--- config.mk ---
export PLATFORM = sky130hd
export DESIGN_NAME = shift_request_queue_flat
export DESIGN_NICKNAME = d
export VERILOG_FILES = /design/src/rtl/shift_request_queue_if.sv /design/src/rtl/shift_request_queue.sv /design/src/flat_wrapper.sv
export SDC_FILE = /design/constraint.sdc
export NUM_CORES = 1
export LEC_CHECK = 0
export CAP_MARGIN = 20
export CORE_ASPECT_RATIO = 1.5
export CORE_UTILIZATION = 50
export CTS_CLUSTER_DIAMETER = 30
export DETAILED_ROUTE_END_ITERATION = 12
export DONT_BUFFER_PORTS = 1
export SETUP_SLACK_MARGIN = 0.2
export SLEW_MARGIN = 20
export SYNTH_ARGS = -nofsm -noshare
export SYNTH_HDL_FRONTEND = slang
export SYNTH_SLANG_ARGS = --single-unit
--- constraint.sdc ---
create_clock -name clk -period 3.3 [get_ports clk]
set_input_delay 0.495 -clock clk [delete_from_list [all_inputs] [get_ports clk]]
set_output_delay 0.495 -clock clk [all_outputs]
set_load 0.1 [all_outputs]
--- src/rtl/shift_request_queue_if.sv ---
// Handshake bundle between the request producer, the external shifter and the result consumer.
// The master modport is the environment side; the slave modport is the queue itself.
interface shift_request_queue_if #(
    parameter int unsigned DEPTH  = 4,
    parameter int unsigned DATA_W = 8,
    parameter int unsigned AMT_W  = 3
);
    localparam int unsigned CNT_W = $clog2(DEPTH) + 1;

    logic              in_valid;
    logic              in_ready;
    logic [DATA_W-1:0] in_data;
    logic [AMT_W-1:0]  in_amount;
    logic              in_dir;
    logic [DATA_W-1:0] shf_data;
    logic [AMT_W-1:0]  shf_amount;
    logic              shf_dir;
    logic [DATA_W-1:0] shf_result;
    logic              out_valid;
    logic              out_ready;
    logic [DATA_W-1:0] out_data;
    logic [CNT_W-1:0]  count;

    modport master (
        output in_valid, in_data, in_amount, in_dir, shf_result, out_ready,
        input  in_ready, shf_data, shf_amount, shf_dir, out_valid, out_data, count
    );

    modport slave (
        input  in_valid, in_data, in_amount, in_dir, shf_result, out_ready,
        output in_ready, shf_data, shf_amount, shf_dir, out_valid, out_data, count
    );
endinterface

--- src/rtl/shift_request_queue.sv ---
// Request FIFO feeding a combinational shifter, with a registered, held result stage.
// No bypass: a request must sit at the FIFO head for one cycle before it can pop.
module shift_request_queue #(
    parameter int unsigned DEPTH  = 4,
    parameter int unsigned DATA_W = 8,
    parameter int unsigned AMT_W  = 3
) (
    input logic                 clk,
    input logic                 rst,
    shift_request_queue_if.slave bus
);
    localparam int unsigned PTR_W = $clog2(DEPTH);
    localparam int unsigned CNT_W = PTR_W + 1;
    localparam int unsigned ENT_W = DATA_W + AMT_W + 1;
    localparam logic [CNT_W-1:0] FullCnt = CNT_W'(DEPTH);

    logic [ENT_W-1:0]  mem_q [DEPTH];
    logic [PTR_W-1:0]  wr_ptr_q, wr_ptr_d;
    logic [PTR_W-1:0]  rd_ptr_q, rd_ptr_d;
    logic [CNT_W-1:0]  count_q, count_d;
    logic              out_valid_q, out_valid_d;
    logic [DATA_W-1:0] out_data_q, out_data_d;
    logic              full, empty, push, pop;
    logic [ENT_W-1:0]  head;

    always_comb begin
        full  = (count_q == FullCnt);
        empty = (count_q == '0);
        // in_ready ignores a same-cycle pop, so a full queue never pushes through.
        push  = bus.in_valid && !full;
        pop   = !empty && (!out_valid_q || bus.out_ready);
        head  = empty ? '0 : mem_q[rd_ptr_q];
    end

    always_comb begin
        wr_ptr_d    = wr_ptr_q;
        rd_ptr_d    = rd_ptr_q;
        count_d     = count_q;
        out_valid_d = out_valid_q;
        out_data_d  = out_data_q;

        if (push) wr_ptr_d = wr_ptr_q + 1'b1;
        if (pop)  rd_ptr_d = rd_ptr_q + 1'b1;

        case ({push, pop})
            2'b10:   count_d = count_q + 1'b1;
            2'b01:   count_d = count_q - 1'b1;
            default: count_d = count_q;
        endcase

        if (pop) begin
            out_valid_d = 1'b1;
            out_data_d  = bus.shf_result;
        end else if (out_valid_q && bus.out_ready) begin
            out_valid_d = 1'b0;
        end
    end

    always_ff @(posedge clk) begin
        if (rst) begin
            wr_ptr_q    <= '0;
            rd_ptr_q    <= '0;
            count_q     <= '0;
            out_valid_q <= 1'b0;
            out_data_q  <= '0;
        end else begin
            wr_ptr_q    <= wr_ptr_d;
            rd_ptr_q    <= rd_ptr_d;
            count_q     <= count_d;
            out_valid_q <= out_valid_d;
            out_data_q  <= out_data_d;
        end
    end

    // Storage needs no reset; the pointers and count define which entries are live.
    always_ff @(posedge clk) begin
        if (!rst && push) begin
            mem_q[wr_ptr_q] <= {bus.in_data, bus.in_amount, bus.in_dir};
        end
    end

    assign bus.in_ready   = !full;
    assign bus.count      = count_q;
    assign bus.out_valid  = out_valid_q;
    assign bus.out_data   = out_data_q;
    assign bus.shf_data   = head[ENT_W-1 -: DATA_W];
    assign bus.shf_amount = head[AMT_W:1];
    assign bus.shf_dir    = head[0];
endmodule

--- src/flat_wrapper.sv ---
// flat-port wrapper written by rule: the top's interface ports become plain ports
module shift_request_queue_flat 
#(
    parameter int unsigned DEPTH  = 4,
    parameter int unsigned DATA_W = 8,
    parameter int unsigned AMT_W  = 3
)
  (clk, rst, bus_in_valid, bus_in_data, bus_in_amount, bus_in_dir, bus_shf_result, bus_out_ready, bus_in_ready, bus_shf_data, bus_shf_amount, bus_shf_dir, bus_out_valid, bus_out_data, bus_count);
  shift_request_queue_if #(.DEPTH(DEPTH), .DATA_W(DATA_W), .AMT_W(AMT_W)) bus_i ();
  input logic clk;
  input logic rst;
  input wire logic [$bits(bus_i.in_valid)-1:0] bus_in_valid;
  input wire logic [$bits(bus_i.in_data)-1:0] bus_in_data;
  input wire logic [$bits(bus_i.in_amount)-1:0] bus_in_amount;
  input wire logic [$bits(bus_i.in_dir)-1:0] bus_in_dir;
  input wire logic [$bits(bus_i.shf_result)-1:0] bus_shf_result;
  input wire logic [$bits(bus_i.out_ready)-1:0] bus_out_ready;
  output wire logic [$bits(bus_i.in_ready)-1:0] bus_in_ready;
  output wire logic [$bits(bus_i.shf_data)-1:0] bus_shf_data;
  output wire logic [$bits(bus_i.shf_amount)-1:0] bus_shf_amount;
  output wire logic [$bits(bus_i.shf_dir)-1:0] bus_shf_dir;
  output wire logic [$bits(bus_i.out_valid)-1:0] bus_out_valid;
  output wire logic [$bits(bus_i.out_data)-1:0] bus_out_data;
  output wire logic [$bits(bus_i.count)-1:0] bus_count;
  assign bus_i.in_valid = bus_in_valid;
  assign bus_i.in_data = bus_in_data;
  assign bus_i.in_amount = bus_in_amount;
  assign bus_i.in_dir = bus_in_dir;
  assign bus_i.shf_result = bus_shf_result;
  assign bus_i.out_ready = bus_out_ready;
  assign bus_in_ready = bus_i.in_ready;
  assign bus_shf_data = bus_i.shf_data;
  assign bus_shf_amount = bus_i.shf_amount;
  assign bus_shf_dir = bus_i.shf_dir;
  assign bus_out_valid = bus_i.out_valid;
  assign bus_out_data = bus_i.out_data;
  assign bus_count = bus_i.count;
  shift_request_queue #(.DEPTH(DEPTH), .DATA_W(DATA_W), .AMT_W(AMT_W)) u_core (.clk(clk), .rst(rst), .bus(bus_i));
endmodule
; ---- Word level (Yosys, flattened, before mapping)
; Memory sizes are Yosys's and may differ from the RTL's. A register that Yosys moved wholly into a read port is not among the register bits.
; Index checks and enable logic that the tools add are counted.
[op_classes]
addsub = 4
mux = 8
eq_ne = 3
reduce_logical = 12
[ops]
columns = op, n
row1 = 2-to-1 mux 12 bit, 1
row2 = one-hot mux 3 bit (2 select lines), 1
row3 = "adder 2 x 1 -> 2 bit, second input constant", 2
row4 = logical AND 1 bit, 4
row5 = logical NOT 1 bit, 4
row6 = 2-to-1 mux 1 bit, 4
row7 = 2-to-1 mux 2 bit, 2
row8 = nonzero test 2 bit, 2
row9 = "adder 3 x 1 -> 3 bit, second input constant", 1
row10 = "== test 3 bit, second input constant", 1
row11 = logical NOT 3 bit, 1
row12 = "subtractor 3 x 1 -> 3 bit, second input constant", 1
row13 = "== test 2 x 1 -> 1 bit, second input constant", 1
row14 = "== test 2 bit, second input constant", 1
row15 = logical OR 1 bit, 1
[word_totals]
ram_bits = 48
memories = 1
input_bits = 24
elab_cells = 33
out_inout_bits = 25
reg_bits = 16
[mem_list]
columns = memory, depth, width, read_ports, rd_clocked_by_memory_dff, write_ports, line_no
row1 = u_core.mem_q, 4, 12, 1, 1, 1, shift_request_queue.sv:17  ; logic [ENT_W-1:0] mem_q [DEPTH];

; ---- Logic depth before layout (Yosys ltp)
; Gate-level depths: netlist of the first run.
[depth]
depth_word = 6
depth_mapped = 9

; ---- Worst setup path before layout of the first run
; Ideal clock, no wire load.
[synth_timing]
path_kind = register to output
startpoint = register u_core.count_q[1], in the netlist u_core.bus.count[1]
endpoint = output port bus_shf_amount[0]
t_arrival_ns = 2.877
path_stages_with_launch = 5
t_required_ns = 2.805
setup_slack_ns = -0.072
n_path_buf = 2
path_cell_list = dfxtp_1 -> nor3_2 -> clkbuf_1 -> buf_2 -> nor2b_1
[synth_between]
elab_chain_len = 2
[synth_rtl]
columns = element, line_no
row1 = start: declaration, shift_request_queue.sv:20  ; logic [CNT_W-1:0] count_q, count_d;
row2 = start signal: assignment, shift_request_queue.sv:69  ; count_q <= count_d;
row3 = logical NOT 3 bit, shift_request_queue.sv:28  ; empty = (count_q == '0);
row4 = 2-to-1 mux 12 bit, shift_request_queue.sv:32  ; head = empty ? '0 : mem_q[rd_ptr_q];
row5 = end: declaration, flat_wrapper.sv:20  ; output wire logic [$bits(bus_i.shf_amount)-1:0] bus_shf_amount;
; No other way between the ends.

==> results of run 1 <==
[worst reg2reg max path, stage by stage, from the launching register on]
cell	delay (ns)
dfxtp_1	0.32
or3b_4	0.39
and2_4	0.18
inv_1	0.18
ha_1	0.23
inv_1	0.06
fa_1	0.39
xor2_1	0.17
or3_2	0.42
a21oi_1	0.15
[logic make-up after synthesis]
kind of cell | Yosys count | synth area share [%]
flops | 66 | 67.5
simple gates | 43 | 10.4
compound gates | 20 | 3.75
mux | 17 | 12.3
buf+inv | 15 | 2.30
fa+ha+maj | 6 | 3.09
xor+xnor | 2 | 0.656
[path summary, 6_finish.rpt]
path                        from              endpoint  slack, ns  cells past startpoint
max                    flip-flop       bus_shf_data[4]       0.71                      4
min                          rst  u_core.bus.out_valid       0.23                      1
max reg2reg  u_core.bus.count[1]   u_core.bus.count[2]       0.73                      9
min reg2reg   u_core.wr_ptr_q[1]    u_core.wr_ptr_q[1]       0.53                      2
[registers in the layout, indices dropped and copies added, names as in the netlist, named ones only]
signal / cells
u_core.bus.out_data: 8
u_core.bus.count: 3
u_core.rd_ptr_q: 2
u_core.mem_q: 48
u_core.bus.out_valid: 1
u_core.wr_ptr_q: 2
[cells in the final DEF (no fill, tap or decap), types with 2 or more instances in the layout]
cell type	instances
buf_4	24
clkinv_2	2
ha_1	5
clkbuf_1	2
inv_1	6
mux4_2	12
mux2_2	3
edfxtp_1	48
nor2b_1	3
xor2_1	2
a21oi_1	11
nand3b_1	8
nor3b_2	4
nand2b_1	3
nor2_1	8
clkbuf_8	9
o21ai_0	9
nor2b_2	12
dfxtp_1	17
[area by class of cell]
| type | instances | area (um2) |
|---|---|---|
| Fill cell | 433 | 1970 |
| Multi-Input combinational cell | 88 | 863 |
| Timing Repair Buffer | 24 | 180 |
| Tap cell | 68 | 85.1 |
| Sequential cell | 66 | 1800 |
| Clock buffer | 12 | 156 |
| Clock inverter | 4 | 48.8 |
| Inverter | 6 | 22.5 |
[layer usage]
metal  global-route usage, %  part of all wire [%]
met4                    8.89                   1.8
met3                    6.84                   6.7
met5                       0                     0
met2                    31.8                    56
met1                    19.4                    35
[through the flow]
| stage | cell area, um2 | worst slack (ns) | TNS [ns] |
|---|---|---|---|
| 2_1_floorplan | 2700 | -0.0719 | -0.647 |
| 6_report | 3160 | 0.708 | 0 |
| 4_1_cts | 3160 | 0.643 | 0 |
| 5_1_grt | 3160 | 0.535 | 0 |
| 3_5_place_dp | 2950 | 0.694 | 0 |
| 3_3_place_gp | 2950 | 0.867 | 0 |
==> flow_summary_export.csv, run 1 <==
group,metric,value,unit
clock_tree,cts_resized,0,
critical_path,worst-setup-path-type,"reg2out",
clock_tree,cts_buffer_depth,2,
layout,antennaDiodeCount,0,
timing,min_period_over_period,78.5,%
logic_synthesis,synth-seq-cells,66,
logic_synthesis,syn_nets,199,
global_routing,grtUsageTotal,18.7,%
clock_tree,hold_buffers,0,
clock_tree,cts_buffers,9,
critical_path,required,2.80,ns
logic_synthesis,yosysUniqueCellTypes,25,
routing,drc_errors,0,
timing,slew_violations,0,
die,core-area,5120,um2
logic_synthesis,yosys-top-cells-area,"edfxtp_1 (54%), dfxtp_1 (13%), mux4_2 (10%)",
clock_tree,worstSkewPairLatency,0.33,ns
routing,detailedRoute.firstIterationViolations,32,
logic_synthesis,synth_edf_count,48,
logic_synthesis,ys.flop_type,"edfxtp_1",
clock_tree,cts_tree,"built",
logic_synthesis,synth_top_area_share,54.0,%
routing,ant_nets,0,
timing,setup_viol,0,
logic_synthesis,synthTopCellsByCount,"edfxtp_1 (48), dfxtp_1 (18), nor2b_1 (15)",
critical_path,crit_arrival,2.10,ns
clock_tree,cts_max_level,3,
critical_path,max_stage_delay,0.60,ns
routing,drt-pass1-iter-count,4,
layout,synthToLayoutAreaGrowth,18.3,%
die,die-height,91.5,um
routing,wl_per_cell,17.1,um
place,dpl.hpwl,3180,um
global_routing,overflow,0,
die,boundaryPins,49,
critical_path,worst_setup_path_start_kind,"flip-flop",
timing,fmax,386,MHz
place,numPlacedInstances,252,
timing,fin_skew,0.00629,ns
clock_tree,clk_pin_slew,0.07,ns
clock_tree,cts_setup_buffers,0,
timing,timing_hold_violations_final,0,
critical_path,endpoint_kind,"output port",
logic_synthesis,syn_area,2670,um2
die,initial_core_util,52.1,%
critical_path,critPathSlowestCell,"dfxtp_1",
critical_path,crit_family,"flip-flops",
timing,period_minus_slack,2.59,ns
critical_path,cp_num_buf_inv,2,
hold_path,holdCritPathClass,"in2reg",
clock_tree,clockRootBuffer,"clkbuf_8",
logic_synthesis,synth_warnings,0,
die,dieArea,5640,um2
critical_path,cp_cell_sequence,"buf_4 -> mux4_2 -> nor2b_2 -> buf_4",
logic_synthesis,syn_inst,169,
global_routing,antenna_found_initial,0,
layout,fin_nets,225,
routing,finalWirelength,4590,um
layout,layoutNonFillerInstCount,268,
logic_synthesis,async_reset_ff_share,0,%
timing,hold_slack,0.225,ns
critical_path,cpMostUsedCell,"buf_4",
logic_synthesis,ys_seq_area_share,67.5,%
layout,drive_gt1_share,37.5,%
layout,utilization,61.6,%
global_routing,grt_max_degree,31,
timing,tightestPinTransition,0.970,ns
critical_path,cp_max_fo,7,
logic_synthesis,syn_avg_cell_area,15.8,um2
run_status,status,"completed",
die,die_w,61.7,um
timing,grt_setup_unrepaired,"no",
die,fp-row-count,32,
routing,viasPerCell,5.34,
logic_synthesis,yosysMostFrequentCell,"edfxtp_1",
place,place.gp.congestion,0.675,
logic_synthesis,synth_top_area_cell,"edfxtp_1",
routing,vias,1430,
flow_run,cap_violations,0,
global_routing,grt_first_pass_wirelength,7270,um
place,port_buffers,0,
global_routing,grt_pass1_vias,1575,
clock_tree,cts_sinks,66,
timing,maxSlewHeadroom,35.3,%
Power of run 1 is left out: the tool's default activity adds up to more than one toggle a clock period on the data nets, which glitch-free logic cannot reach.
==> run 2: changes to the inputs <==
Clock period 3.3 ns to 2.7 ns, I/O delays scaled along.
==> run 2 against run 1 <==
  * Global-route usage decreased by 0.33 points
  * Count of clock-buffer cells in the layout up 1
  * Flip-flop and latch count is the same
  * Core utilization is 0.29 points higher
  * Worst setup slack got worse by 0.39 ns
  * Die area stayed put
  * Register-to-register slack worse by 0.41 ns
==> flow_summary_export.csv, run 2 (synthesis gave the netlist of run 1 again) <==
group,metric,value,unit
run_status,status,"completed",
die,initial_core_util,52.1,%
place,post-place-ws,0.321,ns
global_routing,antenna_found_initial,0,
clock_tree,cts_setup_buffers,0,
clock_tree,cts_sinks,66,
place,dpl.hpwl,3020,um
critical_path,endpoint_kind,"flip-flop",
die,die_w,61.7,um
routing,met1_length,1530,um
critical_path,cp_max_fo,5,
place,place_area,2970,um2
timing,tightestPinTransition,0.976,ns
clock_tree,hold_buffers,0,
routing,vias,1427,
critical_path,cp_num_buf_inv,2,
timing,timing_hold_violations_final,0,
clock_tree,cts_tree,"built",
place,place.gp.congestion,0.656,
layout,drive_gt1_share,40.0,%
routing,wl_met2,2580,um
global_routing,grt_pass1_vias,1520,
routing,wl_per_cell,16.7,um
timing,grt_setup_unrepaired,"no",
routing,drc_errors,0,
layout,top_register,"u_core.mem_q",
layout,antennaDiodeCount,0,
die,die-height,91.5,um
timing,worst_slack,0.317,ns
timing,period_minus_slack,2.38,ns
timing,fin_skew,0.00863,ns
die,core-area,5120,um2
routing,drt-pass1-iter-count,4,
layout,fin_nets,225,
critical_path,crit_arrival,2.64,ns
critical_path,required,2.96,ns
routing,viasPerCell,5.32,
routing,dr_wl_met3,256,um
die,fp-row-count,32,
layout,largest_register_ffs,48,
clock_tree,cts_resized,0,
timing,setup_viol,0,
timing,min_period_over_period,88.3,%
clock_tree,clk_pin_slew,0.06,ns
routing,finalWirelength,4470,um
timing,fmax,420,MHz
critical_path,max_stage_delay,0.41,ns
timing,maxSlewHeadroom,34.8,%
global_routing,overflow,0,
layout,final_cell_mix,"edfxtp_1 (48), buf_4 (24), dfxtp_1 (15), mux4_2 (12), nor2b_2 (12)",
place,port_buffers,0,
layout,synthToLayoutAreaGrowth,18.9,%
critical_path,worst-setup-path-type,"reg2reg",
routing,routed.top_layer,"met4",
layout,final_common_cell,"edfxtp_1",
flow_run,cap_violations,0,
global_routing,grtUsageTotal,18.4,%
global_routing,grt_max_degree,31,
global_routing,grt_first_pass_wirelength,7090,um
hold_path,holdCritPathClass,"in2reg",
clock_tree,worstSkewPairLatency,0.33,ns
clock_tree,cts_buffers,9,
critical_path,worst_setup_path_start_kind,"flip-flop",
critical_path,critPathSlowestCell,"or3_2",
clock_tree,cts_max_level,3,
clock_tree,clockRootBuffer,"clkbuf_8",
die,dieArea,5640,um2
die,boundaryPins,49,
layout,final_area,3170,um2
routing,detailedRoute.firstIterationViolations,27,
clock_tree,cts_buffer_depth,2,
critical_path,cp_cell_sequence,"or3b_4 -> and2_4 -> inv_4 -> ha_4 -> inv_1 -> fa_1 -> xor2_1 -> or3_2 -> a21oi_1",
critical_path,crit_family,"simple AND/OR/NAND/NOR gates",
routing,ant_nets,0,
timing,slew_violations,0,
==> run 2: final timing paths <==
kind	from	endpoint	slack [ns]	depth (start not counted)
worst max-delay path	u_core.bus.count[1]	u_core.bus.count[2]	0.32	9
worst min-delay path	rst	u_core.bus.out_data[5]	0.14	1
worst max register to register	u_core.bus.count[1]	u_core.bus.count[2]	0.32	9
worst min register to register	u_core.wr_ptr_q[1]	u_core.wr_ptr_q[1]	0.52	2
==> run 2: metal layers <==
metal / up-vias / global-route usage, %
li1: 677 / -
met1: 699 / 19.1
met2: 41 / 31.2
met3: 10 / 5.27
met4: 0 / 10.6
met5: - / 0
==> run 2: layout make-up <==
class / instances / area, um2
Inverter: 6 / 25.0
Clock buffer: 13 / 180
Fill cell: 418 / 1950
Sequential cell: 66 / 1810
Clock inverter: 3 / 20.0
Tap cell: 68 / 85.1
Multi-Input combinational cell: 88 / 876
Timing Repair Buffer: 24 / 180
==> run 2: stage by stage <==
| stage | hold WS (ns) | utilization (%) | TNS (ns) | instances |
|---|---|---|---|---|
| 2_1_floorplan | 0.481 | - | -0.162 | 169 |
| 3_3_place_gp | 0.468 | 58.0 | 0 | 252 |
| 3_5_place_dp | 0.474 | 58.0 | 0 | 252 |
| 4_1_cts | 0.110 | 61.9 | 0 | 268 |
| 5_1_grt | 0.108 | 61.9 | 0 | 268 |
| 6_report | 0.136 | 61.9 | 0 | 268 |
Power of run 2 is left out for the same reason.
==> patch 1, RTL diff (settings of run 2) <==
Reset style: asynchronous (`rst`), changed in one clocked block.
--- a/src/rtl/shift_request_queue.sv
+++ b/src/rtl/shift_request_queue.sv
@@ -56,7 +56,7 @@
         end
     end
 
-    always_ff @(posedge clk) begin
+    always_ff @(posedge clk or posedge rst) begin
         if (rst) begin
             wr_ptr_q    <= '0;
             rd_ptr_q    <= '0;
Formal check against the unedited RTL: differs if rst is asserted again (counterexample within 4 cycles, from zero or initial values and one cycle with rst high); with rst held inactive, the same outputs for 10 cycles.
==> patch 1 against run 2 <==
- wire length down 1.2%
- design area down 0.67%
- setup slack worse by 30 ps
- sequential cell count down 2
- count of clock-buffer cells in the layout down 2
- synthesized cell count down 21%
- area after synthesis up 1.1%
- largest cell class unchanged
Power is not shown: default switching activity piles up to over one toggle a cycle in this logic, so the estimate is an artifact.
==> patch 1: results (changes against run 2) <==
STA
  – Clock Skew: 6.97 ps (-1.65 ps)
  – Slew Limit Headroom: 0.395 (+0.0468)

Drt
  – Via-to-Cell Ratio: 5.35 (+0.40%)
  – Routed Wire Length: 4410 µm (-1.2%)

Min path
  – Worst Hold Class: in -> async

Layout
  – Top reg by flops: u_core.mem_q
  – Post-layout nets: 194 (-14%)
  – Non-filler cells in the finished layout: 237 (-12%)
  – Share of cells above drive strength 1: 0.491 (+0.0911)

Yosys
  – Seq/Total Area, Yosys: 0.682 (+0.00764)
  – Syn_nets: 163 (-18%)
  – Synth area leaders: edfxtp_1, dfrtp_1, mux4_2
  – Mapped Cells: 133 (-21%)
  – Synth top cells by count: edfxtp_1, dfrtp_1, mux4_2
  – EDFF count, synth: 48 (unchanged)
  – Yosys warns: 0 (unchanged)
  – Post-synth ARST share: 0.250 (+0.250)

CTS
  – Clock root buffer: clkbuf_8

Placement
  – Placed inst area: 2950 µm² (-0.72%)
  – Cell count after placement: 221 (-12%)
  – Placer congestion estimate: 0.737 (+12%)
  – Placed wire-length estimate: 3020 µm (about the same)
  – Pre-CTS WS: 259 ps (-62.5 ps)

Status
  – Status: completed

GRT
  – First-pass GRT wire length: 7000 µm (-1.3%)
  – Total global-route track usage: 0.183 (-0.000809)
  – Vias in the first global route: 1439 (-5.3%)
  – Largest net degree at the start of global routing: 17 (-45%)

Worst setup path
  – Critical path arrival: 2660 ps (+20 ps)
  – CP max stage delay: 610 ps (+200 ps)
  – CP Max Fanout: 7 (+2)
patch 1: worst paths after layout:
check,from,endpoint,slack (ps),cells after the start
max in group asynchronous,rst,u_core.bus.count[1]$_DFFE_PP0P_,2190,1
min in group clk,bus_in_amount[2],u_core.mem_q[0][3]$_DFFE_PP_,170,0
setup reg to reg,u_core.bus.count[0]$_DFFE_PP0P_,u_core.bus.count[2]$_DFFE_PP0P_,290,8
hold / removal,rst,u_core.bus.out_valid$_DFFE_PP0P_,40,1
setup / recovery,u_core.bus.count[0]$_DFFE_PP0P_,u_core.bus.count[2]$_DFFE_PP0P_,290,8
hold reg to reg,u_core.wr_ptr_q[0]$_DFFE_PP0N_,u_core.wr_ptr_q[0]$_DFFE_PP0N_,540,1
patch 1: area by class of cell:
cell class              instances  area (µm²)
clock buffers                  11         153
clock inverters                 5        30.0
fillers                       387        2010
inverters                       6        22.5
multi-input cells              58         821
flip-flops and latches         64        1850
well taps                      68        85.1
repair buffers                 25         191
patch 1: metal layers:
metal	GRT usage	share of wire
met1	0.199	0.36
met4	0.102	0.025
met3	0.0649	0.056
met5	0	0
met2	0.296	0.56
patch 1: cells by family (layout without fill, tap and decap cells):
family / count (synthesis) / after routing / synth area share
adders and majority gates: 6 / 6 / 0.0306
muxes: 22 / 22 / 0.153
and+or+nand+nor: 24 / 24 / 0.0862
xor gates and xnor gates: 6 / 6 / 0.0195
DFF: 64 / 64 / 0.682
buffers and inverters: 11 / 47 / 0.0287
patch 1: timing repair:
item / 4_1_cts / 5_1_grt
endpoints found under the setup margin: 0 / 11
endpoints found under the hold margin: 0 / 0
hold buffers: 0 / 0
gates resized for setup: 0 / 4
==> patch 2, RTL diff (flow settings as in run 2) <==
Made on the original files. `DATA_W` is set to 8 in 3 places; all go to 10.
--- a/src/rtl/shift_request_queue_if.sv
+++ b/src/rtl/shift_request_queue_if.sv
@@ -2,7 +2,7 @@
 // The master modport is the environment side; the slave modport is the queue itself.
 interface shift_request_queue_if #(
     parameter int unsigned DEPTH  = 4,
-    parameter int unsigned DATA_W = 8,
+    parameter int unsigned DATA_W = 10,
     parameter int unsigned AMT_W  = 3
 );
     localparam int unsigned CNT_W = $clog2(DEPTH) + 1;
--- a/src/rtl/shift_request_queue.sv
+++ b/src/rtl/shift_request_queue.sv
@@ -2,7 +2,7 @@
 // No bypass: a request must sit at the FIFO head for one cycle before it can pop.
 module shift_request_queue #(
     parameter int unsigned DEPTH  = 4,
-    parameter int unsigned DATA_W = 8,
+    parameter int unsigned DATA_W = 10,
     parameter int unsigned AMT_W  = 3
 ) (
     input logic                 clk,
--- a/src/flat_wrapper.sv
+++ b/src/flat_wrapper.sv
@@ -2,7 +2,7 @@
 module shift_request_queue_flat 
 #(
     parameter int unsigned DEPTH  = 4,
-    parameter int unsigned DATA_W = 8,
+    parameter int unsigned DATA_W = 10,
     parameter int unsigned AMT_W  = 3
 )
   (clk, rst, bus_in_valid, bus_in_data, bus_in_amount, bus_in_dir, bus_shf_result, bus_out_ready, bus_in_ready, bus_shf_data, bus_shf_amount, bus_shf_dir, bus_out_valid, bus_out_data, bus_count);
Ports: changed (resized bus_in_data, bus_out_data, bus_shf_data and bus_shf_result); port bits go from 49 to 57. No check against the original RTL was run, so the function may have changed too.
==> patch 2 against run 2 <==
- design area is 12% higher
- wire length is 22% higher
- first-iteration DRC count grew to 2.9 times the old value
- clock skew is 2.9 ps lower
- area after synthesis is 15% higher
- count of clock-buffer cells in the layout is 2 lower
- setup slack worse by 31 ps
- critical path depth is 4 lower
- sequential cell count is 10 higher
- critical path type is now reg -> out
- largest cell class unchanged
- highest routed layer unchanged
Power is left out: the tool's default activity adds up to more than one toggle a clock period on the data nets, which glitch-free logic cannot reach.
==> patch 2: results (changes against run 2) <==
STA
  – Fin worst setup slack: 286 ps (-31.3 ps)
  – Clock Skew: 5.73 ps (-2.89 ps)
  – Slew Limit Headroom: 0.347 (-0.00123)

Yosys
  – Syn Area/Cell: 16.1 µm² (+1.7%)
  – Netlist cell types: 28 (+12%)
  – Synth area leaders: edfxtp_1, dfxtp_1, mux4_2
  – EDFF count, synth: 56 (+17%)
  – Seq/Total Area, Yosys: 0.678 (+0.00356)
  – Syn_nets: 225 (+13%)

Drt
  – Routed Wire Length: 5430 µm (+22%)
  – Via count: 1647 (+15%)
  – Drt first-iter violations: 79 (+190%)
  – WL/cell: 18.4 µm (+10%)

GRT
  – Total gr overflow: 0 (unchanged)
  – Total global-route track usage: 0.189 (+0.00558)
  – First-pass GRT wire length: 8750 µm (+23%)
  – Largest net degree at the start of global routing: 37 (+19%)

Placement
  – Placed inst area: 3390 µm² (+14%)
  – Cell count after placement: 279 (+11%)
  – Placer congestion estimate: 0.654 (-0.26%)
  – Placed wire-length estimate: 3810 µm (+26%)
  – Pre-CTS WS: 370 ps (+48.9 ps)

Worst setup path
  – CP max-delay cell: buf_4
  – CP Max Fanout: 36 (+31)
  – Critical path arrival: 2010 ps (-630 ps)

Layout
  – Share of cells above drive strength 1: 0.386 (-0.0143)
  – Flip-flop count of the largest register after layout: 56 (+17%)
  – Post-layout nets: 252 (+12%)

Status
  – Status: completed

CTS
  – H-tree depth: 3 (unchanged)
patch 2: cell families after synthesis:
logic type               share of synthesized area
AO/OA/AOI/OAI                               0.0391
XOR/XNOR                                   0.00571
adder cells (fa/ha/maj)                     0.0269
buffers and inverters                       0.0277
flip-flops                                   0.678
multiplexers                                 0.122
AND/OR/NAND/NOR                              0.100
patch 2: critical path: cells and delay by family (launching register included):
| kind | cells | cell delay (ps) |
|---|---|---|
| flops | 1 | 350 |
| buf+inv | 3 | 860 |
| simple gates | 2 | 450 |
patch 2: stage by stage:
step / util / hold slack [ps]
after floorplan: - / 482
after global placement: 0.577 / 472
after detailed placement: 0.577 / 481
after CTS: 0.608 / 112
after global routing: 0.608 / 111
final: 0.608 / 140
patch 2: cell type report:
type | instances | area (µm²)
Multi-Input combinational cell | 98 | 977
Timing Repair Buffer | 27 | 203
Tap cell | 72 | 90.1
Clock inverter | 5 | 52.6
Clock buffer | 11 | 131
Fill cell | 467 | 2300
Sequential cell | 76 | 2090
Inverter | 6 | 27.5
patch 2: worst paths after layout:
check / depth (start not counted) / slack [ps] / from / to
setup reg to reg: 9 / 380 / u_core.bus.count[2]$_SDFFE_PP0P_ / u_core.bus.count[2]$_SDFFE_PP0P_
hold / removal: 1 / 140 / rst / u_core.bus.count[0]$_SDFFE_PP0P_
setup / recovery: 5 / 290 / u_core.bus.count[2]$_SDFFE_PP0P_ / bus_shf_data[0]
hold reg to reg: 2 / 530 / u_core.wr_ptr_q[1]$_SDFFE_PP0N_ / u_core.wr_ptr_q[1]$_SDFFE_PP0N_
patch 2: per-layer routing:
| layer | routed length [µm] | global-route usage | part of all wire | up-vias |
|---|---|---|---|---|
| met5 | 0 | 0 | 0 | - |
| met1 | 1860 | 0.195 | 0.34 | 825 |
| met2 | 3110 | 0.333 | 0.57 | 51 |
| met4 | 71 | 0.0786 | 0.013 | 0 |
| li1 | - | - | - | 765 |
| met3 | 393 | 0.0724 | 0.072 | 6 |
